$ cat src/rtl/store_buffer_fwd_if.sv
// Bus bundle for the MEM-stage store buffer: store push, load lookup,
// dcache write drain and occupancy status.
interface store_buffer_fwd_if #(
    parameter int DEPTH  = 4,
    parameter int ADDR_W = 32,
    parameter int DATA_W = 32
);
    localparam int BE_W  = DATA_W / 8;
    localparam int CNT_W = $clog2(DEPTH) + 1;

    logic              st_valid;
    logic              st_ready;
    logic [ADDR_W-1:0] st_addr;
    logic [DATA_W-1:0] st_data;
    logic [BE_W-1:0]   st_be;

    logic              ld_valid;
    logic [ADDR_W-1:0] ld_addr;
    logic [BE_W-1:0]   ld_be;
    logic [DATA_W-1:0] ld_fwd_data;
    logic [BE_W-1:0]   ld_fwd_be;
    logic              ld_fwd_hit;
    logic              ld_stall;

    logic              cache_wr_valid;
    logic              cache_wr_ready;
    logic [ADDR_W-1:0] cache_wr_addr;
    logic [DATA_W-1:0] cache_wr_data;
    logic [BE_W-1:0]   cache_wr_be;

    logic [CNT_W-1:0]  count;
    logic              empty;
    logic              full;

    modport master (
        output st_valid, st_addr, st_data, st_be,
        output ld_valid, ld_addr, ld_be,
        output cache_wr_ready,
        input  st_ready,
        input  ld_fwd_data, ld_fwd_be, ld_fwd_hit, ld_stall,
        input  cache_wr_valid, cache_wr_addr, cache_wr_data, cache_wr_be,
        input  count, empty, full
    );

    modport slave (
        input  st_valid, st_addr, st_data, st_be,
        input  ld_valid, ld_addr, ld_be,
        input  cache_wr_ready,
        output st_ready,
        output ld_fwd_data, ld_fwd_be, ld_fwd_hit, ld_stall,
        output cache_wr_valid, cache_wr_addr, cache_wr_data, cache_wr_be,
        output count, empty, full
    );
endinterface

$ cat src/rtl/store_buffer_fwd.sv
// FIFO store buffer: drains committed stores oldest-first to the dcache and
// forwards buffered bytes to younger loads, stalling on partial overlap.
module store_buffer_fwd #(
    parameter int DEPTH  = 4,
    parameter int ADDR_W = 32,
    parameter int DATA_W = 32
) (
    input logic               clock,
    input logic               reset,
    store_buffer_fwd_if.slave bus
);
    localparam int BE_W  = DATA_W / 8;
    localparam int OFF_W = $clog2(BE_W);
    localparam int PTR_W = $clog2(DEPTH);
    localparam int CNT_W = PTR_W + 1;
    localparam int TAG_W = ADDR_W - OFF_W;

    logic [TAG_W-1:0]  mem_tag  [DEPTH];
    logic [DATA_W-1:0] mem_data [DEPTH];
    logic [BE_W-1:0]   mem_be   [DEPTH];

    logic [PTR_W-1:0]  head;
    logic [PTR_W-1:0]  tail;
    logic [CNT_W-1:0]  count_q;
    logic              full_q;
    logic              empty_q;
    logic              push;
    logic              pop;

    logic [PTR_W-1:0]  idx;
    logic [BE_W-1:0]   match_be;
    logic [DATA_W-1:0] merge_data;
    logic [BE_W-1:0]   fwd_be;
    logic [DATA_W-1:0] fwd_data;
    logic              fwd_hit;
    logic              unused_addr_bits;

    assign empty_q = (count_q == '0);
    assign full_q  = (count_q == CNT_W'(DEPTH));
    assign push    = bus.st_valid && !full_q;
    assign pop     = !empty_q && bus.cache_wr_ready;

    always_ff @(posedge clock or negedge reset) begin
        if (!reset) begin
            head    <= '0;
            tail    <= '0;
            count_q <= '0;
        end else begin
            if (push) tail <= tail + PTR_W'(1);
            if (pop)  head <= head + PTR_W'(1);
            if (push && !pop)
                count_q <= count_q + CNT_W'(1);
            else if (pop && !push)
                count_q <= count_q - CNT_W'(1);
        end
    end

    // Occupancy is derived from head/count, so the array itself needs no reset.
    always_ff @(posedge clock) begin
        if (push) begin
            mem_tag[tail]  <= bus.st_addr[ADDR_W-1:OFF_W];
            mem_data[tail] <= bus.st_data;
            mem_be[tail]   <= bus.st_be;
        end
    end

    // Walk oldest to youngest so a later matching entry overwrites each lane.
    always_comb begin
        idx        = head;
        match_be   = '0;
        merge_data = '0;
        for (int unsigned k = 0; k < DEPTH; k++) begin
            idx = head + PTR_W'(k);
            if ((CNT_W'(k) < count_q) && (mem_tag[idx] == bus.ld_addr[ADDR_W-1:OFF_W])) begin
                for (int unsigned b = 0; b < BE_W; b++) begin
                    if (mem_be[idx][b]) begin
                        match_be[b]          = 1'b1;
                        merge_data[8*b +: 8] = mem_data[idx][8*b +: 8];
                    end
                end
            end
        end
    end

    always_comb begin
        fwd_be   = '0;
        fwd_data = '0;
        if (bus.ld_valid) begin
            fwd_be = match_be & bus.ld_be;
            for (int unsigned b = 0; b < BE_W; b++) begin
                if (fwd_be[b]) fwd_data[8*b +: 8] = merge_data[8*b +: 8];
            end
        end
    end

    assign fwd_hit          = bus.ld_valid && (fwd_be == bus.ld_be) && (bus.ld_be != '0);

    assign bus.ld_fwd_be    = fwd_be;
    assign bus.ld_fwd_data  = fwd_data;
    assign bus.ld_fwd_hit   = fwd_hit;
    assign bus.ld_stall     = (fwd_be != '0) && !fwd_hit;

    assign bus.st_ready       = !full_q;
    assign bus.cache_wr_valid = !empty_q;
    assign bus.cache_wr_addr  = {mem_tag[head], {OFF_W{1'b0}}};
    assign bus.cache_wr_data  = mem_data[head];
    assign bus.cache_wr_be    = mem_be[head];

    assign bus.count = count_q;
    assign bus.empty = empty_q;
    assign bus.full  = full_q;

    assign unused_addr_bits = &{1'b0, bus.st_addr[OFF_W-1:0], bus.ld_addr[OFF_W-1:0]};
endmodule

$ cat src/flat_wrapper.sv
// flat-port wrapper written by rule: the top's interface ports become plain ports
module store_buffer_fwd_flat 
#(
    parameter int DEPTH  = 4,
    parameter int ADDR_W = 32,
    parameter int DATA_W = 32
)
  (clock, reset, bus_st_valid, bus_st_addr, bus_st_data, bus_st_be, bus_ld_valid, bus_ld_addr, bus_ld_be, bus_cache_wr_ready, bus_st_ready, bus_ld_fwd_data, bus_ld_fwd_be, bus_ld_fwd_hit, bus_ld_stall, bus_cache_wr_valid, bus_cache_wr_addr, bus_cache_wr_data, bus_cache_wr_be, bus_count, bus_empty, bus_full);
  store_buffer_fwd_if #(.DEPTH(DEPTH), .ADDR_W(ADDR_W), .DATA_W(DATA_W)) bus_i ();
  input logic clock;
  input logic reset;
  input wire logic [$bits(bus_i.st_valid)-1:0] bus_st_valid;
  input wire logic [$bits(bus_i.st_addr)-1:0] bus_st_addr;
  input wire logic [$bits(bus_i.st_data)-1:0] bus_st_data;
  input wire logic [$bits(bus_i.st_be)-1:0] bus_st_be;
  input wire logic [$bits(bus_i.ld_valid)-1:0] bus_ld_valid;
  input wire logic [$bits(bus_i.ld_addr)-1:0] bus_ld_addr;
  input wire logic [$bits(bus_i.ld_be)-1:0] bus_ld_be;
  input wire logic [$bits(bus_i.cache_wr_ready)-1:0] bus_cache_wr_ready;
  output wire logic [$bits(bus_i.st_ready)-1:0] bus_st_ready;
  output wire logic [$bits(bus_i.ld_fwd_data)-1:0] bus_ld_fwd_data;
  output wire logic [$bits(bus_i.ld_fwd_be)-1:0] bus_ld_fwd_be;
  output wire logic [$bits(bus_i.ld_fwd_hit)-1:0] bus_ld_fwd_hit;
  output wire logic [$bits(bus_i.ld_stall)-1:0] bus_ld_stall;
  output wire logic [$bits(bus_i.cache_wr_valid)-1:0] bus_cache_wr_valid;
  output wire logic [$bits(bus_i.cache_wr_addr)-1:0] bus_cache_wr_addr;
  output wire logic [$bits(bus_i.cache_wr_data)-1:0] bus_cache_wr_data;
  output wire logic [$bits(bus_i.cache_wr_be)-1:0] bus_cache_wr_be;
  output wire logic [$bits(bus_i.count)-1:0] bus_count;
  output wire logic [$bits(bus_i.empty)-1:0] bus_empty;
  output wire logic [$bits(bus_i.full)-1:0] bus_full;
  assign bus_i.st_valid = bus_st_valid;
  assign bus_i.st_addr = bus_st_addr;
  assign bus_i.st_data = bus_st_data;
  assign bus_i.st_be = bus_st_be;
  assign bus_i.ld_valid = bus_ld_valid;
  assign bus_i.ld_addr = bus_ld_addr;
  assign bus_i.ld_be = bus_ld_be;
  assign bus_i.cache_wr_ready = bus_cache_wr_ready;
  assign bus_st_ready = bus_i.st_ready;
  assign bus_ld_fwd_data = bus_i.ld_fwd_data;
  assign bus_ld_fwd_be = bus_i.ld_fwd_be;
  assign bus_ld_fwd_hit = bus_i.ld_fwd_hit;
  assign bus_ld_stall = bus_i.ld_stall;
  assign bus_cache_wr_valid = bus_i.cache_wr_valid;
  assign bus_cache_wr_addr = bus_i.cache_wr_addr;
  assign bus_cache_wr_data = bus_i.cache_wr_data;
  assign bus_cache_wr_be = bus_i.cache_wr_be;
  assign bus_count = bus_i.count;
  assign bus_empty = bus_i.empty;
  assign bus_full = bus_i.full;
  store_buffer_fwd #(.DEPTH(DEPTH), .ADDR_W(ADDR_W), .DATA_W(DATA_W)) u_core (.clock(clock), .reset(reset), .bus(bus_i));
endmodule
$ cat config.mk
export PLATFORM = sky130hd
export DESIGN_NAME = store_buffer_fwd_flat
export DESIGN_NICKNAME = d
export VERILOG_FILES = /design/src/rtl/store_buffer_fwd_if.sv /design/src/rtl/store_buffer_fwd.sv /design/src/flat_wrapper.sv
export SDC_FILE = /design/constraint.sdc
export NUM_CORES = 1
export LEC_CHECK = 0
export ABC_AREA = 0
export BUFFER_PORTS_ARGS = -buffer_cell sky130_fd_sc_hd__buf_4
export CORE_MARGIN = 5
export CORE_UTILIZATION = 64
export CTS_CLUSTER_SIZE = 14
export DETAILED_ROUTE_END_ITERATION = 16
export PLACE_DENSITY = 0.86
export SLEW_MARGIN = 20
export SYNTH_ARGS = -nofsm -noshare
export SYNTH_HDL_FRONTEND = slang
export SYNTH_SLANG_ARGS = --single-unit
$ cat constraint.sdc
create_clock -name clock -period 9.6 [get_ports clock]
set_input_delay 0.96 -clock clock [delete_from_list [all_inputs] [get_ports clock]]
set_output_delay 0.96 -clock clock [all_outputs]
set_load 0.005 [all_outputs]
# == Yosys cells after proc, flatten, opt, wreduce, memory -nomap -nowiden ==
# Memories as Yosys holds them, arrays and structs flattened.
# Cells that the tools add are included.
# totals
latchBits,0
mem_bits_ro,0
ram_bits,264
in_bits,109
ff_bits,7
mem_count,3
output_inout_bits,113
elab_cells,93
# classes
eq_ne,6
muxes,50
mul,0
div_mod_pow,0
n_addsub,6
reduce_logical,20
order_cmp,4
shifts,0
bitwise,1
# memory_table
name,depth,width,rd,rd_ports_with_merged_regs,wr,line_no,rtl
u_core.mem_data,4,32,4,0,1,store_buffer_fwd.sv:19,logic [DATA_W-1:0] mem_data [DEPTH];
u_core.mem_tag,4,30,4,0,1,store_buffer_fwd.sv:18,logic [TAG_W-1:0] mem_tag [DEPTH];
u_core.mem_be,4,4,4,0,1,store_buffer_fwd.sv:20,logic [BE_W-1:0] mem_be [DEPTH];
# ops
op,n
2-to-1 mux 32 bit,5
2-to-1 mux 8 bit,20
equality test 30 bit,4
2-to-1 mux 4 bit,5
2-to-1 mux 1 bit,18
logical AND 1 bit,11
nonzero test 4 bit,2
less-than comparator 1 x 3 -> 1 bit (first input constant),2
less-than comparator 2 x 3 -> 1 bit (first input constant),2
2-to-1 mux 3 bit,2
logical NOT 1 bit,5
adder 2 x 1 -> 2 bit (second input constant),2
adder 2 bit (second input constant),2
AND 4 bit,1
equality test 4 bit,1
adder 3 x 1 -> 3 bit (second input constant),1
equality test 3 bit (second input constant),1
logical NOT 3 bit,1
subtractor 3 x 1 -> 3 bit (second input constant),1
nonzero test 2 bit,1

# == Depth between registers and ports, before layout ==
# An unclocked memory read counts as a cell.
# depth
ltp_word,17
depth_mapped,17
depth_no_buf,12

# == Least setup slack after synthesis ==
# OpenSTA, ideal clock, no wires.
# synth_timing
path_type,input to output
from,input port bus_ld_addr[10]
to,output port bus_ld_fwd_data[5]
path_slack_ns,5.070
cell_stages,12
arrival_time_ns,3.570
path_cell_list,clkbuf_1 -> xnor2_1 -> or4b_1 -> nor4_1 -> o211ai_1 -> nand4b_2 -> or3b_1 -> clkbuf_1 -> buf_2 -> o221ai_1 -> o21ai_1 -> a21oi_1
# synth_via
elab_chain_len,12
elab_cells_between_ends,25
classes_between,4 x eq/ne; 16 x mux; 1 x bitwise; 4 x reduce/logical
# synth_rtl
element,line_no,rtl
"start, declared",flat_wrapper.sv:17,input wire logic [$bits(bus_i.ld_addr)-1:0] bus_ld_addr;
equality test 30 bit,store_buffer_fwd.sv:74,if ((CNT_W'(k) < count_q) && (mem_tag[idx] == bus.ld_addr[ADDR_W-1:OFF_W])) begin
logical AND 1 bit,store_buffer_fwd.sv:74,
2-to-1 mux 4 bit,store_buffer_fwd.sv:74,
2-to-1 mux 1 bit,store_buffer_fwd.sv:76,if (mem_be[idx][b]) begin
2-to-1 mux 4 bit,store_buffer_fwd.sv:74,
2-to-1 mux 1 bit,store_buffer_fwd.sv:76,
2-to-1 mux 4 bit,store_buffer_fwd.sv:74,
2-to-1 mux 1 bit,store_buffer_fwd.sv:76,
2-to-1 mux 4 bit,store_buffer_fwd.sv:74,
AND 4 bit,store_buffer_fwd.sv:89,fwd_be = match_be & bus.ld_be;
2-to-1 mux 8 bit (*),store_buffer_fwd.sv:91,if (fwd_be[b]) fwd_data[8*b +: 8] = merge_data[8*b +: 8];
2-to-1 mux 32 bit (*),store_buffer_fwd.sv:88,if (bus.ld_valid) begin
"end, declared",flat_wrapper.sv:21,output wire logic [$bits(bus_i.ld_fwd_data)-1:0] bus_ld_fwd_data;
# Every way passes the cells marked *; elsewhere a longest branch is shown, timed or not.

# == Worst setup path in the final report ==
# layout_timing
from,register u_core.head[1]
to,output port bus_ld_stall
# layout_via
elab_chain_len,17
elab_cells_between_ends,41
classes_between,3 x add/sub; 5 x eq/ne; 21 x mux; 1 x bitwise; 9 x reduce/logical; 2 x memory
# layout_rtl
element,line_no,rtl
"start, declared",store_buffer_fwd.sv:22,logic [PTR_W-1:0] head;
"start signal, assigned",store_buffer_fwd.sv:50,if (pop) head <= head + PTR_W'(1);
"parallel branches: the longest is 9 deep, another holds memory read (4 x 30 bit)",--,
2-to-1 mux 4 bit (*),store_buffer_fwd.sv:74,
AND 4 bit (*),store_buffer_fwd.sv:89,
2-to-1 mux 4 bit (*),store_buffer_fwd.sv:88,
equality test 4 bit,store_buffer_fwd.sv:96,assign fwd_hit = bus.ld_valid && (fwd_be == bus.ld_be) && (bus.ld_be != '0);
logical AND 1 bit (2 in a row),store_buffer_fwd.sv:96,
logical NOT 1 bit,store_buffer_fwd.sv:101,assign bus.ld_stall = (fwd_be != '0) && !fwd_hit;
logical AND 1 bit (*),store_buffer_fwd.sv:101,
"end, declared",flat_wrapper.sv:24,output wire logic [$bits(bus_i.ld_stall)-1:0] bus_ld_stall;
# Mark *: on every way between the ends.

==> impl_metrics.ini <==
[status]
status = finished, final reports clean

[pwr]
power_frac_seq_pct = 29.1
p_int_w = 0.003774
sw_frac_of_total_pct = 38.38
irDropWorstVdd_mv = 0.2472
power_density_nw_per_um2 = 299.3
clkPwrFrac_pct = 19.6
combPwrFrac_pct = 51.3
cellLeakagePower_nw = 7.639
p_sw_w = 0.002351
p_total_w = 0.006125

[timing]
post-route-min-period_ps = 7086
finClkSkew_ps = 9.661
finalCritPeriodShare_pct = 73.81
tightest_slew_ps = 1058
final-setup-viol-count = 0
hold_ws_ps = 212.8
max_freq_mhz = 141.1
maxSlewViolCount = 0
grt_setup_unrepaired = false
relSlewSlack_pct = 28.89
tns_ps = 0
hold_viol_final = 0

[floorplan]
num_io_pins = 222
start_util_pct = 64.44
rows = 61
die-area_um2 = 31170
fp.coreArea_um2 = 27550
die_height_um = 176.6
die_w_um = 176.6

[critical_path]
slowest_stage = dfrtp_4
worstPathBufferInverterCount = 2
end_kind = output port
arrival_ps = 6130
cp-start-kind = register
criticalPathCategory = reg2out
reg2reg_depth = 5
cp-startpoint = u_core.head[1]$_DFFE_PN0P_
reg2reg_slack_ps = 6840
critical-path-top-delay-family = compound AO/OA/AOI/OAI gates
cp_cell_sequence = buf_4, mux2i_1, o22ai_1, o21a_1, nor4_1, o211ai_1, nand4b_2, o21ai_1, o311a_1, nor2_1, a32oi_1, buf_4
rr_endpoint = u_core.mem_data[0][9]$_DFFE_PP_
cp_slowest_stage_delay_ps = 840
critPathMaxFanout = 39
critPathRequiredTime_ps = 8640
timing.rr.start = u_core.bus.count[1]$_DFFE_PN0P_
crit_top_cell = buf_4

[clock_network]
clkSinkCount = 271
ctsHoldBuffers = 0
ctsLongestPathBuffers = 3
htreeDepth = 1
clk_latency_ps = 560
cts.repair.resized = 0
cts_setup_buffers = 0
root_buffer = clkbuf_16
numCtsBuffers = 29
cts_tree = built
clk_pin_slew_worst_paths_ps = 60

[yosys]
synth_compound_area_share_pct = 10.72
yosysUniqueCellTypes = 86
synth_warnings = 0
synth.area.top_cells = edfxtp_1 45%, mux4_2 11%, mux2i_1 9.9%, xnor2_1 4.6%, mux2_2 4.2%
seq_area_frac_synth_pct = 45.64
ys_seq_elements = 271
synth_xor_area_share_pct = 5.969
synthAdderAreaFrac_pct = 0.6342
async_flop_share_pct = 2.583
synth_top_family_by_area = multiplexers
yosys.area_share.simple_pct = 7.745
synth_top_cell_by_area = edfxtp_1
syn_area_per_cell_um2 = 12.72
synth_top_area_share_pct = 44.65
synthMuxAreaShare_pct = 25.22
synth_cells = 1396
ys.flop_type = edfxtp_1
syn_area_um2 = 17750
synth_edf_count = 264

[global_route]
grt_pass1_wl_mm = 72.93
antenna_found_initial = 3
grt-ovfl-total = 0
use_met2_pct = 48.89
first_global_vias = 12960
busiest_layer = met2
grt_max_degree = 91
grt_util_met1_pct = 40.50
grt_use_met3_pct = 6.146
grtUsageTotal_pct = 29.86

[place]
gp_congestion = 0.9635
hpwl_mm = 32.90
port_buffers = 215

[drt]
drt_pre_antenna_iters = 7
drt_iter0_markers = 1572
vias = 13280
wirelength_mm = 48.09
route.detailed.drc = 0
wl_per_cell_um = 24.64
ant_nets = 0
vias_per_cell = 6.805

[run]
maxCapViolCount = 0

[hold_path]
hold_path.class = in2async

[layout]
syn2layout_area_growth_pct = 15.27
multiInputGateArea_um2 = 8967
fillers = 1721
seq_area_um2 = 8110
drive_gt1_share_pct = 29.37
finalNetCount = 1668
final_util_pct = 74.28
==> layout by cell type, fill, tap and decap left out, types with 12 or more instances in the layout <==
master / instances
inv_1: 30
xor2_1: 28
and3_1: 21
edfxtp_1: 264
o22ai_1: 13
nand2_1: 24
a21oi_1: 43
nor4_1: 16
o21a_1: 12
a222oi_1: 12
and2_1: 23
mux2_2: 66
buf_4: 232
clkbuf_16: 29
o21ai_0: 39
mux4_2: 86
xnor2_1: 93
mux2i_1: 176
nand3_1: 22
nor2_1: 105
==> cell usage after synthesis (13+ instances only) <==
master    count
mux4_2       86
buf_2        35
nor2_1      105
xor2_1       28
edfxtp_1    264
mux2_2       66
inv_1        31
mux2i_1     176
buf_1        14
nand2_1      24
o22ai_1      13
clkbuf_1     41
o21ai_0      39
a21oi_1      43
nor4_1       17
xnor2_1      93
nand3_1      22
and2_1       23
and3_1       25
==> state kept, by name, indices dropped and copies added, names as in the netlist <==
name / cells
u_core.tail: 2
u_core.mem_tag: 120
u_core.mem_data: 128
u_core.mem_be: 16
u_core.head: 2
u_core.bus.count: 3
==> final cells by class <==
class	instances	area share, %
antenna	1	0.01223
clock buffer	35	3.705
clock inverter	19	1.302
inverter	33	0.6175
multi-input combinational	982	43.82
sequential	271	39.63
tap	378	2.311
timing repair buffer	233	8.608
==> metal layers <==
| layer | vias up | part of all wire, % |
|---|---|---|
| met1 | 6527 | 37 |
| met4 | 4 | 3.3 |
| li1 | 5787 | - |
| met5 | - | 0.071 |
| met2 | 837 | 48 |
| met3 | 129 | 11 |
==> metrics by stage <==
step / cells / cell area (um2) / worst slack [ps]
finish: 1952 / 20470 / 2514
global route: 1952 / 20470 / 2205
CTS: 1951 / 20460 / 2688
detailed placement: 1897 / 19440 / 3321
global placement: 1897 / 19430 / 3504
floorplan: 1397 / 17760 / 5070
==> cell families (layout without fill, tap and decap cells) <==
kind of cell / count (synthesis) / in the layout
compound gates: 256 / 256
other cells: 1 / 3
mux: 331 / 331
flops: 271 / 271
fa+ha+maj: 9 / 9
simple gates: 263 / 263
buf+inv: 144 / 320
xor+xnor: 121 / 121
==> power groups by stage <==
stage | clock network, W | logic, W | registers (W)
after global routing | 0.00125 | 0.00335 | 0.00181
final | 0.00120 | 0.00314 | 0.00179
after global placement | 0 | 0.00301 | 0.00177
after floorplan | 0 | 0.00232 | 0.00169
after detailed placement | 0 | 0.00308 | 0.00180
after CTS | 0.00121 | 0.00311 | 0.00178
==> worst reg2reg max path, cell delays in order (launching register included) <==
cell and delay (ps):
dfrtp_1 540, inv_1 160, ha_1 230, nand2_1 200, and3_4 540, buf_4 660
==> worst max-delay path by stage <==
stage / endpoint / cells past startpoint
6_report: bus_ld_stall / 12
5_1_grt: bus_ld_stall / 12
4_1_cts: bus_ld_stall / 12
3_5_place_dp: bus_ld_stall / 12
3_3_place_gp: bus_ld_stall / 12
2_1_floorplan: bus_ld_fwd_data[5] / 12
Power figures use the tool's default switching activity.
